## config.mk

```make
export PLATFORM = sky130hd
export DESIGN_NAME = mac_tx_framer
export DESIGN_NICKNAME = d
export VERILOG_FILES = /design/src/rtl/mac_tx_framer.sv
export SDC_FILE = /design/constraint.sdc
export NUM_CORES = 1
export LEC_CHECK = 0
export ABC_AREA = 1
export BUFFER_PORTS_ARGS = -buffer_cell sky130_fd_sc_hd__buf_2
export CAP_MARGIN = 40
export CORE_ASPECT_RATIO = 0.9
export CORE_MARGIN = 2
export CORE_UTILIZATION = 50
export DETAILED_ROUTE_END_ITERATION = 8
export PLACE_DENSITY = 0.65
export SYNTH_ARGS = -nofsm -noshare
export SYNTH_HDL_FRONTEND = slang
export SYNTH_SLANG_ARGS = --single-unit
```

## constraint.sdc

```tcl
create_clock -name phy_tx_clk -period 4.1 [get_ports phy_tx_clk]
set_input_delay 0.205 -clock phy_tx_clk [delete_from_list [all_inputs] [get_ports phy_tx_clk]]
set_output_delay 0.205 -clock phy_tx_clk [all_outputs]
set_load 0.01 [all_outputs]
```

## src/rtl/mac_tx_framer.sv

```systemverilog
// Ethernet MAC transmit framer: wraps an upstream byte stream with preamble, SFD,
// zero pad, CRC-32 FCS and inter-frame gap, driving a single output register stage.
module mac_tx_framer #(
  parameter int PREAMBLE_BYTES = 7,
  parameter int MIN_FRAME      = 60,
  parameter int IFG_BYTES      = 12
) (
  input  logic       phy_tx_clk,
  input  logic       sys_rst,
  input  logic [7:0] mac_tdata_in,
  input  logic       mac_tvalid_in,
  input  logic       mac_tlast_in,
  output logic       mac_tready_out,
  output logic [7:0] phy_txd_out,
  output logic       phy_tvalid_out,
  input  logic       phy_tready_in,
  output logic       phy_terr_out,
  output logic       frame_done_out,
  output logic       underrun_out
);

  localparam logic [31:0] CRC_POLY = 32'hEDB88320;
  localparam logic [31:0] CRC_INIT = 32'hFFFFFFFF;
  localparam logic [11:0] MIN_LEN  = 12'(MIN_FRAME);
  localparam logic [10:0] PRE_LAST = 11'(PREAMBLE_BYTES - 1);
  localparam logic [10:0] IFG_LAST = 11'(IFG_BYTES - 1);

  typedef enum logic [2:0] {
    ST_IDLE     = 3'd0,
    ST_PREAMBLE = 3'd1,
    ST_SFD      = 3'd2,
    ST_DATA     = 3'd3,
    ST_PAD      = 3'd4,
    ST_FCS      = 3'd5,
    ST_IFG      = 3'd6
  } state_t;

  state_t      r_state;
  logic [10:0] r_cnt;
  logic [1:0]  r_fcs_idx;
  logic [31:0] r_crc;
  logic [7:0]  r_txd;
  logic        r_tvalid;
  logic        r_terr;
  logic        r_done;
  logic        r_underrun;

  logic        w_load_en;
  logic [11:0] w_cnt_next;
  logic [31:0] w_crc_data;
  logic [31:0] w_crc_pad;
  logic [31:0] w_fcs;
  logic [7:0]  w_fcs_byte;

  function automatic logic [31:0] crc32_byte(input logic [31:0] crc, input logic [7:0] data);
    logic [31:0] c;
    logic        fb;
    c = crc;
    for (int k = 0; k < 8; k++) begin
      fb = c[0] ^ data[k];
      c  = {1'b0, c[31:1]} ^ (fb ? CRC_POLY : 32'h0000_0000);
    end
    return c;
  endfunction

  function automatic logic [10:0] sat_inc(input logic [10:0] c);
    return (c == 11'h7FF) ? c : c + 11'd1;
  endfunction

  assign w_load_en      = !r_tvalid || phy_tready_in;
  assign w_cnt_next     = {1'b0, r_cnt} + 12'd1;
  assign w_crc_data     = crc32_byte(r_crc, mac_tdata_in);
  assign w_crc_pad      = crc32_byte(r_crc, 8'h00);
  assign w_fcs          = ~r_crc;
  assign mac_tready_out = (r_state == ST_DATA) && w_load_en;

  assign phy_txd_out    = r_txd;
  assign phy_tvalid_out = r_tvalid;
  assign phy_terr_out   = r_terr;
  assign frame_done_out = r_done;
  assign underrun_out   = r_underrun;

  // FCS goes out least-significant byte first
  always_comb begin
    w_fcs_byte = 8'h00;
    case (r_fcs_idx)
      2'd0:    w_fcs_byte = w_fcs[7:0];
      2'd1:    w_fcs_byte = w_fcs[15:8];
      2'd2:    w_fcs_byte = w_fcs[23:16];
      2'd3:    w_fcs_byte = w_fcs[31:24];
      default: w_fcs_byte = 8'h00;
    endcase
  end

  // Framer FSM; the output register only moves when load_en is high
  always_ff @(posedge phy_tx_clk) begin
    if (sys_rst) begin
      r_state    <= ST_IDLE;
      r_cnt      <= 11'd0;
      r_fcs_idx  <= 2'd0;
      r_crc      <= CRC_INIT;
      r_txd      <= 8'h00;
      r_tvalid   <= 1'b0;
      r_terr     <= 1'b0;
      r_done     <= 1'b0;
      r_underrun <= 1'b0;
    end else begin
      r_done     <= 1'b0;
      r_underrun <= 1'b0;
      case (r_state)
        ST_IDLE: begin
          if (w_load_en) begin
            if (mac_tvalid_in) begin
              r_txd    <= 8'h55;
              r_tvalid <= 1'b1;
              r_terr   <= 1'b0;
              r_cnt    <= 11'd1;
              r_state  <= (PREAMBLE_BYTES > 1) ? ST_PREAMBLE : ST_SFD;
            end else begin
              r_txd    <= 8'h00;
              r_tvalid <= 1'b0;
              r_terr   <= 1'b0;
            end
          end
        end
        ST_PREAMBLE: begin
          if (w_load_en) begin
            r_txd    <= 8'h55;
            r_tvalid <= 1'b1;
            r_terr   <= 1'b0;
            r_cnt    <= r_cnt + 11'd1;
            if (r_cnt >= PRE_LAST) begin
              r_state <= ST_SFD;
            end
          end
        end
        ST_SFD: begin
          if (w_load_en) begin
            r_txd    <= 8'hD5;
            r_tvalid <= 1'b1;
            r_terr   <= 1'b0;
            r_cnt    <= 11'd0;
            r_crc    <= CRC_INIT;
            r_state  <= ST_DATA;
          end
        end
        ST_DATA: begin
          if (w_load_en) begin
            r_tvalid <= 1'b1;
            if (mac_tvalid_in) begin
              r_txd  <= mac_tdata_in;
              r_terr <= 1'b0;
              r_crc  <= w_crc_data;
              r_cnt  <= sat_inc(r_cnt);
              if (mac_tlast_in) begin
                r_fcs_idx <= 2'd0;
                r_state   <= (w_cnt_next < MIN_LEN) ? ST_PAD : ST_FCS;
              end
            end else begin
              // Upstream ran dry mid-frame: poison the beat and skip the FCS
              r_txd      <= 8'h00;
              r_terr     <= 1'b1;
              r_underrun <= 1'b1;
              r_state    <= ST_IFG;
            end
          end
        end
        ST_PAD: begin
          if (w_load_en) begin
            r_txd     <= 8'h00;
            r_tvalid  <= 1'b1;
            r_terr    <= 1'b0;
            r_crc     <= w_crc_pad;
            r_cnt     <= sat_inc(r_cnt);
            r_fcs_idx <= 2'd0;
            if (w_cnt_next >= MIN_LEN) begin
              r_state <= ST_FCS;
            end
          end
        end
        ST_FCS: begin
          if (w_load_en) begin
            r_txd     <= w_fcs_byte;
            r_tvalid  <= 1'b1;
            r_terr    <= 1'b0;
            r_fcs_idx <= r_fcs_idx + 2'd1;
            if (r_fcs_idx == 2'd3) begin
              r_state <= ST_IFG;
            end
          end
        end
        ST_IFG: begin
          if (r_tvalid) begin
            if (phy_tready_in) begin
              r_txd    <= 8'h00;
              r_tvalid <= 1'b0;
              r_terr   <= 1'b0;
              r_done   <= !r_terr;
              r_cnt    <= 11'd1;
              if (IFG_BYTES <= 1) begin
                r_state <= ST_IDLE;
              end
            end
          end else if (r_cnt >= IFG_LAST) begin
            r_state <= ST_IDLE;
          end else begin
            r_cnt <= r_cnt + 11'd1;
          end
        end
        default: begin
          r_state  <= ST_IDLE;
          r_tvalid <= 1'b0;
          r_terr   <= 1'b0;
        end
      endcase
    end
  end

endmodule
```

==> results of run 1 <==
[path summary, 6_finish.rpt]
kind	endpoint	cells after the start	slack, ns	startpoint
worst max-delay path	r_cnt[9]	10	1.42	r_state[1]
worst min-delay path	frame_done_out	3	0.13	phy_tready_in
worst max register to register	r_cnt[9]	10	1.42	r_state[1]
worst min register to register	phy_txd_out[1]	2	0.46	phy_txd_out[1]
[critical path: stages, from the launching register on]
cell and delay, ns:
dfxtp_1 0.53, nand2_1 0.15, nor2_4 0.14, buf_4 0.35
nor2_4 0.14, inv_1 0.42, nand2_1 0.19, nand3_2 0.35
nor2_1 0.08, a21oi_1 0.13, nor2_1 0.05
[flip-flops by register name, summed over array words and instances (netlist names)]
signal and flops:
r_crc 32, r_cnt 11, phy_txd_out 8, r_state 3
r_fcs_idx 2, frame_done_out 1, phy_terr_out 1, phy_tvalid_out 1
underrun_out 1
[final cells by class]
cell class                      instances  area (um2)
Tap cell                              133         166
Fill cell                            1071        4880
Clock buffer                           12         246
Timing Repair Buffer                   31         183
Clock inverter                          4        25.0
Sequential cell                        60        1200
Inverter                               94         359
Multi-Input combinational cell        697        3710
[synthesized netlist by cell type, drive strengths merged]
cell type	instances	area [um2]
a211oi	8	65.1
o22ai	12	75.1
xnor2	23	228
nor2	78	330
or2	2	12.5
nand2	276	1080
nor3	7	46.3
o21ai	72	360
o221ai	8	70.1
a41oi	4	35.0
a31oi	1	6.26
clkinv	2	8.75
xor2	58	557
o21bai	1	7.51
o41ai	1	8.76
dfxtp	60	1200
clkbuf	11	41.3
ha	6	75.1
inv	92	350
o211ai	8	60.1
nand3	41	210
o2111ai	1	8.76
nor4	2	18.8
buf	26	191
nand4	8	50.1
a21oi	80	404
[routing by layer]
layer	global-route usage, %	share of wire [%]	vias up
met4	9.32	1.7	0
met2	43.8	42	284
met1	45.5	46	2710
met3	7.61	11	35
li1	-	-	2895
met5	0	0	-
[through the flow]
step / util [%] / instance area, um2 / hold slack (ns)
6_report: 54.7 / 5890 / 0.135
5_1_grt: 54.7 / 5890 / 0.146
3_5_place_dp: 52.2 / 5620 / 0.446
2_1_floorplan: - / 5500 / 0.362
3_3_place_gp: 51.9 / 5590 / 0.447
4_1_cts: 54.7 / 5890 / 0.129
[power groups by stage]
stage | clock (uW) | sequential [uW] | combinational (uW)
2_1_floorplan | 0 | 993 | 2720
3_3_place_gp | 0 | 1120 | 3250
3_5_place_dp | 0 | 1130 | 3290
4_1_cts | 723 | 1120 | 3310
5_1_grt | 746 | 1160 | 3780
6_report | 710 | 1130 | 3390
[cell families after synthesis]
| kind of cell | share of synthesized area [%] |
|---|---|
| buffers and inverters | 10.8 |
| adder cells (fa/ha/maj) | 1.36 |
| AND/OR/NAND/NOR | 31.8 |
| AO/OA/AOI/OAI | 20.0 |
| XOR/XNOR | 14.3 |
| flip-flops | 21.8 |
==> impl_results.md, run 1 <==
* Status: completed
* Int Power at about 2300 uW
* RSZ-0062 raised after global routing: false
* Die area at 11,900 um2
* Max-slew headroom at 50.3%
* Comb pwr share at 64.8%
* Avg Inst Size Synth at 6.19 um2
* Sw Ratio at 55.1%
* WS Path Type: flop to flop
* Arr. time, crit path at 2.90 ns
* Antenna Nets Post-Route at 0
* Peak fanout along the critical path at 29
* Hold Buf Count CTS at 0
* Overall power at 5230 uW
* Chip height at 104 um
* Initial antenna violation count at 0
* Clk buf depth at 2
* # setup viols final at 0
* Final Net Count at 912
* Post-route setup slack at ~1.4 ns
* Crit path required time at 4.32 ns
* Number of remaining DRC errors at 0
* Number of inserted diodes at 0
* Register area share after synthesis at between 20% and 30%
* Vias in the first global route at about 5,400
* Syn Inst Count at 888
* Vias at 5,924
* Max Freq at 374 MHz
* Placed cells at approximately 1,000
* Initial core utilization at 51.1%
* Die Width at approximately 110 um
* Critical path launch point type: flop
* H-tree levels at 3
* Drt via density at 5.75
* Global-route wire length before repair at 28,500 um
* Rows at 36
* Largest net degree at the start of global routing at 39
* Post_cts resized at 0
* # port buffers at 25
* Static Leak at 0.00263 uW
* Sequential share of power at 21.6%
* Ports at 26
* DRT iter0 DRCs at about 740
* Worst Max-Slew Pin Slew at roughly 0.74 ns
* Fin crit share at 65.3%
* Total GRT Usage at 30.8%
* HPWL after DPL at 12,800 um
* Drt pass-1 iters at 6
* Clk sinks at 60
* Core area at approximately 11,000 um2
* Mapped Nets at about 910
* Clock Latency Late Sink at 0.34 ns
* Number of max-slew violations in the final report at 0
* Setup slack at placement at ~1.5 ns
* Min cycle time layout at 2.68 ns
* Clock Power Share at 13.6%
* Crit end category: flop
* Max VDD drop at 0.345 mV
* Commonest cells after routing, fill and taps aside: nand2_1 (263), inv_1 (83), a21oi_1 (79)
* # Post-CTS Setup Buffers at 0
* Synth Register Bits at 60
* Unique masters post-synth at 46
* Tightest Hold Check Type: input pin to flop
* Post-Layout Cell Count at about 1,000
* Commonest non-fill, non-tap cell in the layout: nand2_1
* Share of cells above drive strength 1 at 9.91%
* Avg WL per Cell at 17.0 um
* CTS tree: yes
* GRT overflow at 0
* P_sw at 2880 uW
* Post-synthesis cell area at 5500 um2
* Synthesis warning total at 0
* Final wirelength at 17,500 um
* Worst Skew at ~0.0055 ns
* Max Cap Viol at 0
* Clock slew at reported path FFs at 0.05 ns
* Routability cong. at 0.889
* Fin. Hold Viols at 0
* CTS Root Cell: clkbuf_16
* Power per cell area at around 900 nW/um2
* Num CTS Buffers at 9
* Setup TNS at 0 ns
* Layout area overhead at 7.05%
Power figures use the tool's default switching activity.
==> run 2, diff against run 1 <==
clock period = 2.51 ns   (was 4.1 ns; I/O delays follow)
==> run 2 against run 1 <==
Worst setup slack got worse by 1.1 ns. Clock-buffer cell count did not move. Critical path type unchanged. Combinational power rose by 69%. Clock power rose by 83%.
==> impl_results.md, run 2 (synthesis gave the netlist of run 1 again) <==
* Hold slack at approximately 0.061 ns
* Clock slew at reported path FFs at around 0.06 ns
* Worst Skew at 0.00467 ns
* Post-Route Utilization at 56.1%
* Commonest non-fill, non-tap cell in the layout: nand2_1
* Ports at 26
* Commonest cells after routing, fill and taps aside: nand2_1 (263), inv_1 (83), a21oi_1 (79)
* Clk buf depth at 2
* Clock Latency Late Sink at about 0.34 ns
* DRT iter0 DRCs at about 600
* Avg WL per Cell at approximately 17 um
* CP startpoint: r_state[2]
* Drt via density at 5.82
* Max VDD drop at 0.944 mV
* Fin crit share at 86.0%
* Number of max-slew violations in the final report at 0
* Hold_sp: phy_tready_in
* Arr. time, crit path at 2.37 ns
* Rows at 36
* Max incr delay on CP at 0.53 ns
* Max-slew headroom at about 58%
* Final wirelength at 18,300 um
* HPWL after DPL at 13,500 um
* Routability cong. at roughly 0.97
* CP cell instances: inv_1 -> nand2_1 -> nand2_2 -> nand2_1 -> nand2_1 -> nor2_2 -> nand3_2 -> buf_4 -> a21oi_1 -> nor2_1
* Min cycle time layout at approximately 2.2 ns
* Overall power at approximately 8900 uW
* Static Leak at 0.00273 uW
* Fin. Hold Viols at 0
* Layout area overhead at 9.74%
* GRT overflow at 0
* Fillers at 1,057
* # Post-CTS Setup Buffers at 0
* Worst path slowest cell: dfxtp_1
* Placed inst area at 5730 um2
* Critical path launch point type: flop
* Hold Buf Count CTS at 0
* Power per cell area at 1470 nW/um2
* Vias at 6,100
* Peak fanout along the critical path at 15
* Total GRT Usage at 31.3%
* # port buffers at 25
* Largest net degree at the start of global routing at 50
* RSZ-0062 raised after global routing: false
* Top reg by flops: r_crc
* Crit end category: flop
* Core area at about 11,000 um2
* Post_cts resized at 0
* Setup TNS at 0 ns
* # setup viols final at 0
* Worst Max-Slew Pin Slew at 0.616 ns
* Tightest Hold Check Type: input pin to flop
* Max Cap Viol at 0
* Die Width at 115 um
* Antenna Nets Post-Route at 0
* Crit path required time at 2.72 ns
* H-tree levels at 3
* Die area at ~12,000 um2
* Finished Cell Area at between 6000 and 7000 um2
* CTS tree: yes
* Global-route wire length before repair at about 29,000 um
* Final Net Count at 929
* Max reg flops at 32
* Vias in the first global route at 5,475
* Num CTS Buffers at 9
* Max Freq at 464 MHz
* Drt pass-1 iters at 6
* Clk sinks at 60
* Worst reg2reg startpoint: r_state[2]
* Most used cell, CP: nand2_1
* WS Path Type: flop to flop
* Share of cells above drive strength 1 at 11.7%
* CTS Root Cell: clkbuf_16
* Initial antenna violation count at 0
* Number of inserted diodes at 0
* Number of remaining DRC errors at 0
* Status: completed
* Chip height at 104 um
* Initial core utilization at 51.1%
==> run 2: cell types whose count changed in the layout (fill, tap and decap cells not counted) <==
cell,delta
clkbuf_1,-1
bufinv_16,+1
buf_4,+18
clkinvlp_4,-1
clkbuf_8,+1
buf_12,-1
==> run 2: metal layers <==
metal | routed length, um | up-vias | track usage [%] | share of wire [%]
met5 | 0 | - | 0 | 0
met4 | 429 | 0 | 10.5 | 2.3
met3 | 2230 | 38 | 7.08 | 12
met2 | 7660 | 361 | 44.0 | 42
met1 | 8020 | 2775 | 46.7 | 44
li1 | - | 2926 | - | -
==> run 2: layout make-up <==
type                            instances  area, um2  area share, %
Multi-Input combinational cell        697       3710           61.4
Sequential cell                        60       1200           19.9
Inverter                               94        359           5.95
Timing Repair Buffer                   48        298           4.93
Clock buffer                           12        256           4.25
Tap cell                              133        166           2.76
Clock inverter                          4       47.5          0.788
==> run 2: worst paths after layout <==
path | end | cells past startpoint | slack (ns)
max | r_cnt[3] | 10 | 0.35
min | frame_done_out | 3 | 0.06
max reg2reg | r_cnt[3] | 10 | 0.35
min reg2reg | frame_done_out | 1 | 0.46
==> run 2: power breakdown <==
| group | switching (uW) | internal (uW) | total [uW] |
|---|---|---|---|
| combinational | 3810 | 1930 | 5740 |
| clock | 481 | 819 | 1300 |
| sequential | 515 | 1320 | 1830 |
==> run 2: through the flow <==
step / instances / worst slack [ns]
2_1_floorplan: 888 / 0.829
3_3_place_gp: 1032 / 0.409
3_5_place_dp: 1032 / 0.405
4_1_cts: 1048 / 0.384
5_1_grt: 1048 / 0.130
6_report: 1048 / 0.353
==> run 2: worst max-delay path, delay by kind of cell, from the launching register on <==
family | cells | cell delay (ns)
DFF | 1 | 0.53
buffers and inverters | 2 | 0.42
and+or+nand+nor | 7 | 0.93
AOI/OAI and AO/OA | 1 | 0.14
